==> config.mk <==
export PLATFORM = sky130hd
export DESIGN_NAME = sample_pair_packer
export DESIGN_NICKNAME = d
export VERILOG_FILES = /design/src/rtl/sample_pair_packer_pkg.sv /design/src/rtl/sample_pair_packer_axis_reg.sv /design/src/rtl/sample_pair_packer.sv
export SDC_FILE = /design/constraint.sdc
export NUM_CORES = 1
export LEC_CHECK = 0
export ABC_AREA = 1
export CAP_MARGIN = 20
export CORE_ASPECT_RATIO = 0.9
export CORE_MARGIN = 5
export CORE_UTILIZATION = 30
export DETAILED_ROUTE_END_ITERATION = 12
export SYNTH_ARGS = -nofsm -noshare
export SYNTH_HDL_FRONTEND = slang
export SYNTH_SLANG_ARGS = --single-unit
==> constraint.sdc <==
create_clock -name clk_i -period 2 [get_ports clk_i]
set_input_delay 0.4 -clock clk_i [delete_from_list [all_inputs] [get_ports clk_i]]
set_output_delay 0.4 -clock clk_i [all_outputs]
set_load 0.02 [all_outputs]
==> src/rtl/sample_pair_packer_pkg.sv <==
// Shared types for the DWT 9/7 front end: FSM state encoding and the
// {eol, sof, even, odd} pair record used to describe packed output beats.
package Dwt97Pkg;

  localparam int unsigned SampleWidth = 16;

  typedef logic signed [SampleWidth-1:0] sample_t;

  typedef struct packed {
    logic    eol;
    logic    sof;
    sample_t even;
    sample_t odd;
  } pair_t;

  typedef enum logic {
    ST_EVEN = 1'b0,
    ST_ODD  = 1'b1
  } state_e;

endpackage

==> src/rtl/sample_pair_packer_axis_reg.sv <==
// AxisReg: single-entry valid/ready output register. Loads whenever the
// producer pushes, drains on ready, and holds its payload while stalled.
module AxisReg #(
  parameter int unsigned Width = 8
) (
  input  logic             clk_i,
  input  logic             rst_i,
  input  logic             load_i,
  input  logic [Width-1:0] data_i,
  input  logic             ready_i,
  output logic             valid_o,
  output logic [Width-1:0] data_o
);

  // Load has priority so a same-cycle drain and refill keeps valid high.
  always_ff @(posedge clk_i or posedge rst_i) begin
    if (rst_i) begin
      valid_o <= 1'b0;
      data_o  <= '0;
    end else if (load_i) begin
      valid_o <= 1'b1;
      data_o  <= data_i;
    end else if (ready_i) begin
      valid_o <= 1'b0;
    end else begin
      valid_o <= valid_o;
    end
  end

endmodule

==> src/rtl/sample_pair_packer.sv <==
// Packs a line-structured sample stream into {odd, even} pairs for the 1D
// lifting unit. Optional line-length checker: SAMPLE_PAIR_PACKER_LEN_CHECK_EN.
module sample_pair_packer
  import Dwt97Pkg::*;
#(
  parameter int unsigned DataWidth       = 16,
  parameter int unsigned MaximumSideSize = 512
) (
  input  logic                   clk_i,
  input  logic                   rst_i,
  output logic                   s_ready_o,
  input  logic                   s_valid_i,
  input  logic                   s_sof_i,
  input  logic                   s_eol_i,
  input  logic [DataWidth-1:0]   s_data_i,
  input  logic                   m_ready_i,
  output logic                   m_valid_o,
  output logic                   m_sof_o,
  output logic                   m_eol_o,
  output logic [2*DataWidth-1:0] m_data_o
`ifdef SAMPLE_PAIR_PACKER_LEN_CHECK_EN
  ,
  output logic                   err_o
`endif
);

  localparam int unsigned PayloadWidth = 2 * DataWidth + 2;

  state_e                  r_state, w_state_next;
  logic [DataWidth-1:0]    r_even_hold, w_even_hold_next;
  logic [DataWidth-1:0]    r_last_odd, w_last_odd_next;
  logic                    r_sof_hold, w_sof_hold_next;
  logic                    r_last_odd_vld, w_last_odd_vld_next;
  logic                    w_accept;
  logic                    w_load;
  logic [PayloadWidth-1:0] w_payload;
  logic [PayloadWidth-1:0] w_out;

  assign s_ready_o = ~m_valid_o | m_ready_i;
  assign w_accept  = s_valid_i & s_ready_o;

  // A sof seen while holding an even sample restarts the line as if in EVEN.
  always_comb begin
    w_state_next        = r_state;
    w_even_hold_next    = r_even_hold;
    w_sof_hold_next     = r_sof_hold;
    w_last_odd_next     = r_last_odd;
    w_last_odd_vld_next = r_last_odd_vld;
    w_load              = 1'b0;
    w_payload           = '0;
    if (w_accept) begin
      if ((r_state == ST_ODD) && !s_sof_i) begin
        w_load              = 1'b1;
        w_payload           = {s_eol_i, r_sof_hold, s_data_i, r_even_hold};
        w_last_odd_next     = s_data_i;
        w_last_odd_vld_next = ~s_eol_i;
        w_state_next        = ST_EVEN;
      end else if (!s_eol_i) begin
        w_even_hold_next    = s_data_i;
        w_sof_hold_next     = s_sof_i;
        w_last_odd_vld_next = r_last_odd_vld & ~s_sof_i;
        w_state_next        = ST_ODD;
      end else begin
        // Odd-length line end: mirror x[N-2], or duplicate a lone sample.
        w_load              = 1'b1;
        w_last_odd_vld_next = 1'b0;
        w_state_next        = ST_EVEN;
        if (r_last_odd_vld && !s_sof_i) begin
          w_payload = {1'b1, 1'b0, r_last_odd, s_data_i};
        end else begin
          w_payload = {1'b1, s_sof_i, s_data_i, s_data_i};
        end
      end
    end else begin
      w_load = 1'b0;
    end
  end

  // FSM state and sample holds.
  always_ff @(posedge clk_i or posedge rst_i) begin
    if (rst_i) begin
      r_state        <= ST_EVEN;
      r_even_hold    <= '0;
      r_sof_hold     <= 1'b0;
      r_last_odd     <= '0;
      r_last_odd_vld <= 1'b0;
    end else begin
      r_state        <= w_state_next;
      r_even_hold    <= w_even_hold_next;
      r_sof_hold     <= w_sof_hold_next;
      r_last_odd     <= w_last_odd_next;
      r_last_odd_vld <= w_last_odd_vld_next;
    end
  end

  AxisReg #(
    .Width(PayloadWidth)
  ) u_out_reg (
    .clk_i  (clk_i),
    .rst_i  (rst_i),
    .load_i (w_load),
    .data_i (w_payload),
    .ready_i(m_ready_i),
    .valid_o(m_valid_o),
    .data_o (w_out)
  );

  assign m_eol_o  = w_out[PayloadWidth-1];
  assign m_sof_o  = w_out[PayloadWidth-2];
  assign m_data_o = w_out[2*DataWidth-1:0];

`ifdef SAMPLE_PAIR_PACKER_LEN_CHECK_EN
  localparam int unsigned LineCntWidth = $clog2(MaximumSideSize + 1);
  localparam logic [LineCntWidth-1:0] LineCntMax = LineCntWidth'(MaximumSideSize);

  logic [LineCntWidth-1:0] r_line_cnt;
  logic [LineCntWidth-1:0] w_line_cnt_base;
  logic                    w_sof_in_odd;
  logic                    r_err;

  assign w_line_cnt_base = s_sof_i ? '0 : r_line_cnt;
  assign w_sof_in_odd    = s_sof_i & (r_state == ST_ODD);

  // Samples seen so far in the current line; saturates at the limit.
  always_ff @(posedge clk_i or posedge rst_i) begin
    if (rst_i) begin
      r_line_cnt <= '0;
      r_err      <= 1'b0;
    end else if (w_accept) begin
      r_err <= r_err | (w_line_cnt_base == LineCntMax) | w_sof_in_odd;
      if (s_eol_i) begin
        r_line_cnt <= '0;
      end else if (w_line_cnt_base != LineCntMax) begin
        r_line_cnt <= w_line_cnt_base + LineCntWidth'(1);
      end else begin
        r_line_cnt <= w_line_cnt_base;
      end
    end else begin
      r_line_cnt <= r_line_cnt;
    end
  end

  assign err_o = r_err;
`endif

endmodule

# Word level (Yosys, flattened, before mapping)
# Index checks and enable logic that the tools add are counted.
dict set report classes {
  reduce_logical 6
  muxes 13
  bitwise 7
}
# operator count
set op_table {}
lappend op_table {{34-bit two-way mux} 3}
lappend op_table {{33-bit two-way mux} 1}
lappend op_table {{1-bit two-way mux} 9}
lappend op_table {{1-bit inverter} 4}
lappend op_table {{3-bit AND reduction} 1}
lappend op_table {{1-bit AND} 2}
lappend op_table {{1-bit logical AND} 2}
lappend op_table {{2-bit AND reduction} 1}
lappend op_table {{2-bit nonzero test} 1}
lappend op_table {{1-bit zero test} 1}
lappend op_table {{1-bit bitwise OR} 1}
dict set report totals {
  wordCells 33
  output_inout_bits 36
  regBits 70
  input_bits 22
}

# Depth between registers and ports, before layout
# Gate-level depths: netlist of run 1.
dict set report depth {
  word_depth 6
  mapped_depth 8
  mapped_depth_nobuf 7
}

# Modules after synthesis
# From an unflattened synthesis of run 1, not the netlist that was laid out.
dict set report unflattened {
  cells_unflattened 434
  hier_area_um2 3349.5
}
# module cells_per_inst seq_area_each_um2 n_inst area_each_um2
set modules_own_cells {}
lappend modules_own_cells {sample_pair_packer 285 875.8 1 1970.6}
lappend modules_own_cells {AxisReg 149 875.8 1 1378.8}

# Worst setup path after synthesis of run 1
# OpenSTA, ideal clock, no wires.
dict set report synth_path {
  path_type {reg-to-reg}
  startpoint {reg u_out_reg.valid_o}
  endpoint {reg u_out_reg.data_o[10]}
  period_less_slack_ps 1307
  path_slack_ps 693
  path_stages_with_launch 8
  required_ps 1876
  t_arrival_ps 1183
  setup_time_ps 124
  path_buffers 1
  path_cell_list {dfrtp_1 nand2_4 nand2_4 inv_1 nand2_2 clkbuf_8 nand2_1 nand3_1}
}
dict set report synth_via {
  elab_chain_len 4
  word_cells_on_any_way 5
  classes_between {mux (2); bitwise (3)}
}
# item line_no
set synth_lines {}
lappend synth_lines {{start: declaration} sample_pair_packer_axis_reg.sv:11} ;# output logic valid_o,
lappend synth_lines {{start signal: assignment} sample_pair_packer_axis_reg.sv:26} ;# valid_o <= valid_o;
lappend synth_lines {{1-bit inverter *} sample_pair_packer.sv:39} ;# assign s_ready_o = ~m_valid_o | m_ready_i;
lappend synth_lines {{1-bit bitwise OR *} sample_pair_packer.sv:39}
lappend synth_lines {{via s_ready_o} sample_pair_packer.sv:11} ;# output logic s_ready_o,
lappend synth_lines {{1-bit AND *} sample_pair_packer.sv:40} ;# assign w_accept = s_valid_i & s_ready_o;
lappend synth_lines {{34-bit two-way mux or 1-bit two-way mux (tied branches)} sample_pair_packer.sv:51} ;# if (w_accept) begin
lappend synth_lines {{end signal: assignment} sample_pair_packer_axis_reg.sv:22} ;# data_o <= data_i;
lappend synth_lines {{end: declaration} sample_pair_packer_axis_reg.sv:12} ;# output logic [Width-1:0] data_o
# The timed path passes the listed nets; every way through them passes the cells marked *.
# A chain may end at the register's enable or synchronous reset.

# Worst setup path after layout of run 1
dict set report layout_path {
  startpoint {reg u_out_reg.data_o[27]}
  endpoint {out m_data_o[27]}
}
# item line_no
set layout_rtl {}
lappend layout_rtl {{end: declaration} sample_pair_packer.sv:20} ;# output logic [2*DataWidth-1:0] m_data_o
# No word-level cell between the ends.

==> reports/qor.yml, run 1 <==
run_status:
  outcome: "finished clean"
logic_synthesis:
  synth_nets: 380
  synthFlopType: "dfrtp_1"
  synth-seq-cells: 70
  syn-cell-area_um2: 3070
  yosysSeqAreaShare: 0.571
  synth_edf_count: 0
  synth_top_family_by_area: "simple AND/OR/NAND/NOR gates"
  synth_compound_gate_area_share: 0.0857
  synth-xor-area-share: 0
  synth_area_leader_cell: "dfrtp_1"
  synth_most_common_cell: "nand2_1"
  syn_avg_cell_area_um2: 8.57
  ys_warn_count: 0
  synthTopCellsByCount: "nand2_1 (141), dfrtp_1 (70), o21ai_0 (51)"
  yosys.area_share.adder: 0
  syn_inst: 358
  yosysUniqueCellTypes: 16
  synth_mux_area_frac: 0
  synthSimpleGateAreaFrac: 0.254
  synth_top_area_frac: 0.571
  synthArstFlopShare: 1.00
  synth_area_leaders: "dfrtp_1 (57%), nand2_1 (17%), o21ai_0 (8.3%), nand3_1 (5.2%), inv_1 (4.7%)"
clock_network:
  clock_latency_ns: 0.33
  htree_num_levels: 3
  cts_buffers: 9
  clkTransAtPathRegs_ns: 0.06
  hold_buffers: 0
  cts.sinks: 70
  cts_tree: "yes"
  clock-root-buffer: "clkbuf_16"
  cts_buffer_depth: 2
drt:
  drt-wirelength-per-cell_um: 12.7
  drt_first_pass_iters: 4
  vias_per_cell: 4.52
  drcViolationCount: 0
  vias: 2496
  routed_wl_um: 7010
  postRouteAntennaNets: 0
  drtIter0Drc: 196
pwr:
  p_leak_uw: 0.00204
  power_uw: 5170
  ir_drop_v: 0.000515
  cellPowerDensity_nw_per_um2: 1220
critical_path:
  endpoint_kind: "primary output"
  crit_chain: "clkdlybuf4s50_1"
  reg2reg_setup_slack_ns: 0.68
  arrival_ns: 1.33
  crit_path_max_incr_delay_ns: 0.62
  worstSetupPathType: "flip-flop to primary output"
  path_max_fanout: 2
  startpoint_type: "flip-flop"
  slowest_stage: "clkdlybuf4s50_1"
  cp.required_ns: 1.60
  crit_buf_inv: 1
  cp_top_family: "buffers and inverters"
timing:
  worst_pin_slew_ns: 0.397
  setup-violations-final: 0
  period_share: 0.865
  drv_slew: 0
  grt_setup_unrepaired: "false"
  skew_ns: 0.0115
  setup_tns_ns: 0
  hold_viol: 0
  period_needed_ns: 1.73
  fmax_mhz: 578
  relSlewSlack: 0.735
cells_and_area:
  multi_input_area_um2: 1040
  synthToLayoutAreaGrowth_pct: 37.7
  fin_nets: 440
  fin_util: 0.417
  ff_latch_area_um2: 1750
  insertedDiodeCount: 0
  layout-drive-gt1-share: 0.0804
  nFillCells: 1000
global_routing:
  grt_pass1_wl_um: 12300
  grt-ovfl-total: 0
  grt_pass1_vias: 2520
  track_usage: 0.126
  antenna_found_initial: 0
  grt_max_degree: 71
job:
  cap_violations: 0
die:
  die_h_um: 106
  fp.coreArea_um2: 10100
  rows: 35
  die_area_um2: 12300
  fp.dieW_um: 117
  start_util: 0.303
  num_io_pins: 58
placement:
  gp_congestion: 0.711
  io_buffers: 57
  dp_hpwl_um: 4540
worst_hold_path:
  worstHoldPathType: "flip-flop to flip-flop"
==> final cells by class <==
type                            instances  area share
Clock buffer                           11      0.0599
Clock inverter                          5      0.0305
Inverter                               38      0.0347
Multi-Input combinational cell        233       0.247
Sequential cell                        70       0.415
Tap cell                              129      0.0382
Timing Repair Buffer                   66       0.175
==> report_power, final <==
part | total, µW | internal [µW] | switching, µW
sequential | 1970 | 1790 | 180
combinational | 1200 | 551 | 647
clock | 2000 | 1410 | 590
==> metrics by stage <==
stage / setup WS [ns] / instances / instance area, µm² / hold slack, ns
finish: 0.270 / 552 / 4220 / 0.483
global route: 0.212 / 552 / 4220 / 0.509
CTS: 0.0304 / 552 / 4220 / 0.484
floorplan: 0.693 / 358 / 3070 / 0.453
detailed placement: 0.0315 / 536 / 3840 / 0.473
global placement: 0.0357 / 536 / 3840 / 0.463
==> cell families (layout without fill, tap and decap cells) <==
kind of cell           Yosys count  in the layout
AND/OR/NAND/NOR                181            181
buffers and inverters           55            120
AO/OA/AOI/OAI                   52             52
flip-flops                      70             70
==> final timing paths <==
path / start / to / cells past startpoint
max: u_out_reg.data_o[27]$_DFFE_PP0P_ / m_data_o[27] / 1
min: u_out_reg.data_o[33]$_DFFE_PP0P_ / u_out_reg.data_o[33]$_DFFE_PP0P_ / 2
max reg2reg: u_out_reg.valid_o$_DFFE_PP0P_ / u_out_reg.data_o[19]$_DFFE_PP0P_ / 8
min reg2reg: u_out_reg.data_o[33]$_DFFE_PP0P_ / u_out_reg.data_o[33]$_DFFE_PP0P_ / 2
max in group asynchronous: rst_i / r_last_odd[10]$_DFFE_PP0P_ / 3
min in group asynchronous: rst_i / r_last_odd[4]$_DFFE_PP0P_ / 3
==> metal layers <==
metal / vias to the layer above / wire length, µm / track usage
met2: 68 / 3190 / 0.193
li1: 1245 / - / -
met1: 1177 / 3320 / 0.170
met3: 6 / 455 / 0.0472
met5: - / 0 / 0
met4: 0 / 45 / 0.0270
==> layout by cell type (no fill, tap or decap) <==
master,synthesis,layout
nand2_1,141,141
dfrtp_1,70,70
clkdlybuf4s50_1,0,56
o21ai_0,51,51
inv_1,38,37
nand3_1,32,32
clkbuf_16,0,9
buf_12,0,8
bufinv_16,0,4
nand2_2,2,2
nand2_4,2,2
nor2_4,2,2
clkbuf_8,3,2
nand3_2,1,1
clkinvlp_4,0,1
nand4_4,1,1
o211ai_1,1,1
clkinv_4,0,1
dlymetal6s2s_1,0,1
buf_4,2,1
==> state kept, by name (all words and copies together), names as in the netlist <==
signal             count
r_even_hold           16
r_sof_hold             1
r_last_odd            16
r_last_odd_vld         1
r_state                1
u_out_reg.valid_o      1
u_out_reg.data_o      34
==> what timing repair did <==
item	4_1_cts	5_1_grt
gates resized for setup	0	1
setup endpoints to repair	0	1
buffers inserted	0	0
Power figures use the tool's default switching activity.
==> run 2, diff against run 1 <==
--- a/constraint.sdc
+++ b/constraint.sdc
@@ -3,2 +3,2 @@
 set_output_delay 0.4 -clock clk_i [all_outputs]
-set_load 0.02 [all_outputs]
+set_load 0.01 [all_outputs]
==> run 2 against run 1 <==
  * Design area is 0.30% lower
  * Clock skew is 0.0035 ns lower
  * Wire length is 1.4% lower
  * Utilization is 0.12 points lower
  * Fmax is 8.6% lower
  * Die area stayed put
  * Critical path depth is 3 higher
  * Worst hold slack worse by 0.0023 ns
  * Clock-buffer cell count is 1 lower
==> reports/qor.yml, run 2 (synthesis gave the netlist of run 1 again) <==
cells_and_area:
  largest_reg_flops: 34  # unchanged
  largestRegisters: "u_out_reg.data_o (34), r_even_hold (16), r_last_odd (16)"
  fin_cells: 552  # unchanged
  nFillCells: 987  # -1.3%
  top_register: "u_out_reg.data_o"
  final_common_cell: "nand2_1"
  layout-drive-gt1-share: 0.0804  # unchanged
  synthToLayoutAreaGrowth_pct: 37.3
  layout_common_cells: "nand2_1 (141), dfrtp_1 (70), clkdlybuf4s50_1 (57)"
  insertedDiodeCount: 0  # unchanged
  fin_nets: 440  # unchanged
timing:
  hold_viol: 0  # unchanged
  worst_pin_slew_ns: 0.382  # -0.0150 ns
  skew_ns: 0.00802  # -0.00351 ns
  period_share: 0.946  # +0.0816
  period_needed_ns: 1.89  # +0.163 ns
  setup-violations-final: 0  # unchanged
  fmax_mhz: 528  # -8.6%
  relSlewSlack: 0.745  # +0.00998
  worst_slack_ns: 0.107  # -0.163 ns
  grt_setup_unrepaired: "false"
  drv_slew: 0  # unchanged
  setup_tns_ns: 0  # unchanged
clock_network:
  cts.sinks: 70  # unchanged
  cts_buffer_depth: 2  # unchanged
  postCtsSetupRepairBufs: 0  # unchanged
  cts_buffers: 9  # unchanged
  hold_buffers: 0  # unchanged
  cts_tree: "yes"
  clock-root-buffer: "clkbuf_16"
  htree_num_levels: 3  # unchanged
  clkTransAtPathRegs_ns: 0.05  # about the same
  clock_latency_ns: 0.33  # about the same
  cts_resized: 0  # unchanged
critical_path:
  reg2reg_setup_slack_ns: 0.69  # about the same
  rr_startpoint: "u_out_reg.valid_o$_DFFE_PP0P_"
  cp.required_ns: 1.60  # about the same
  endpoint_kind: "primary output"
  startpoint_type: "primary input"
  path_max_fanout: 2  # unchanged
  r2r_end: "u_out_reg.data_o[7]$_DFFE_PP0P_"
  arrival_ns: 1.49  # +0.16 ns
  reg2reg_depth: 8  # unchanged
  worstSetupPathType: "primary input to primary output"
placement:
  dp_worst_setup_slack_ns: 0.101  # +0.0694 ns
  dp_hpwl_um: 4460  # -1.8%
  dp_cells: 536  # unchanged
  io_buffers: 57  # unchanged
  gp_congestion: 0.714  # +0.48%
worst_hold_path:
  holdPathStages: 2  # unchanged
  worstHoldPathType: "flip-flop to flip-flop"
  whs_endpoint: "u_out_reg.data_o[33]$_DFFE_PP0P_"
  holdCritStartpoint: "u_out_reg.data_o[33]$_DFFE_PP0P_"
die:
  num_io_pins: 58  # unchanged
  fp.dieW_um: 117  # unchanged
  start_util: 0.303  # unchanged
  fp.coreArea_um2: 10100  # unchanged
  rows: 35  # unchanged
  die_h_um: 106  # unchanged
  die_area_um2: 12300  # unchanged
global_routing:
  antenna_found_initial: 0  # unchanged
  grt_pass1_wl_um: 11700  # -4.5%
  track_usage: 0.122  # -0.00416
  grt_pass1_vias: 2358  # -6.4%
  grt_max_degree: 71  # unchanged
  grt-ovfl-total: 0  # unchanged
job:
  cap_violations: 0  # unchanged
drt:
  drt-wirelength-per-cell_um: 12.5  # -1.4%
  drcViolationCount: 0  # unchanged
  vias_per_cell: 4.49  # -0.80%
  drtIter0Drc: 134  # -32%
  routed_wl_um: 6910  # -1.4%
  postRouteAntennaNets: 0  # unchanged
  vias: 2476  # -0.80%
  drt_first_pass_iters: 4  # unchanged
run_status:
  outcome: "finished clean"
pwr:
  p_leak_uw: 0.00203  # -0.51%
  ir_drop_v: 0.000566  # +9.8%
  cellPowerDensity_nw_per_um2: 1180  # -3.3%
  power_uw: 4980  # -3.6%
-- run 2: changes by cell type in the layout (fill, tap and decap cells not counted), sizes merged --
cell,before,now
clkinvlp,1,2
clkdlybuf4s50,56,57
dlymetal6s2s,1,0
clkbuf,11,10
-- run 2: layout make-up --
| cell class | instances | area [µm²] | area share |
|---|---|---|---|
| timing repair buffer | 66 | 738 | 0.175 |
| clock inverter | 6 | 133 | 0.0315 |
| tap | 129 | 161 | 0.0383 |
| multi-input combinational | 233 | 1040 | 0.247 |
| sequential | 70 | 1750 | 0.416 |
| inverter | 38 | 146 | 0.0348 |
| clock buffer | 10 | 239 | 0.0568 |
-- run 2: per-layer routing --
metal	GRT usage	part of all wire	up-vias	wire length [µm]
li1	-	-	1246	-
met1	0.163	0.48	1160	3320
met2	0.184	0.45	65	3130
met3	0.0484	0.063	5	433
met4	0.0295	0.0058	0	40
met5	0	0	-	0
-- run 2: worst max path at each step --
stage          slack [ns]                           from                               end  cells after the start
2_1_floorplan        0.78  u_out_reg.valid_o$_DFFE_PP0P_  u_out_reg.data_o[10]$_DFFE_PP0P_                      7
3_3_place_gp          0.1                      m_ready_i                         s_ready_o                      4
3_5_place_dp         0.10                      m_ready_i                         s_ready_o                      4
4_1_cts               0.1                      m_ready_i                         s_ready_o                      4
5_1_grt              0.05                      m_ready_i                         s_ready_o                      4
6_report             0.11                      m_ready_i                         s_ready_o                      4
-- run 2: critical path, stage by stage --
cell	delay, ns
clkdlybuf4s50_1	0.45
inv_1	0.06
nand2_4	0.05
clkdlybuf4s50_1	0.53
-- run 2: power by group --
| group | switching [µW] | leakage [µW] | total, µW | internal, µW |
|---|---|---|---|---|
| logic | 513 | 0.000986 | 1060 | 550 |
| registers | 176 | 0.000867 | 1960 | 1790 |
| clock network | 581 | 0.000179 | 1960 | 1380 |
-- run 2: per-stage QoR --
step / hold slack [ns] / util / instance area [µm²]
5_1_grt: 0.506 / 0.416 / 4210
2_1_floorplan: 0.453 / - / 3070
6_report: 0.480 / 0.416 / 4210
4_1_cts: 0.483 / 0.416 / 4210
3_3_place_gp: 0.464 / 0.379 / 3840
3_5_place_dp: 0.470 / 0.379 / 3840
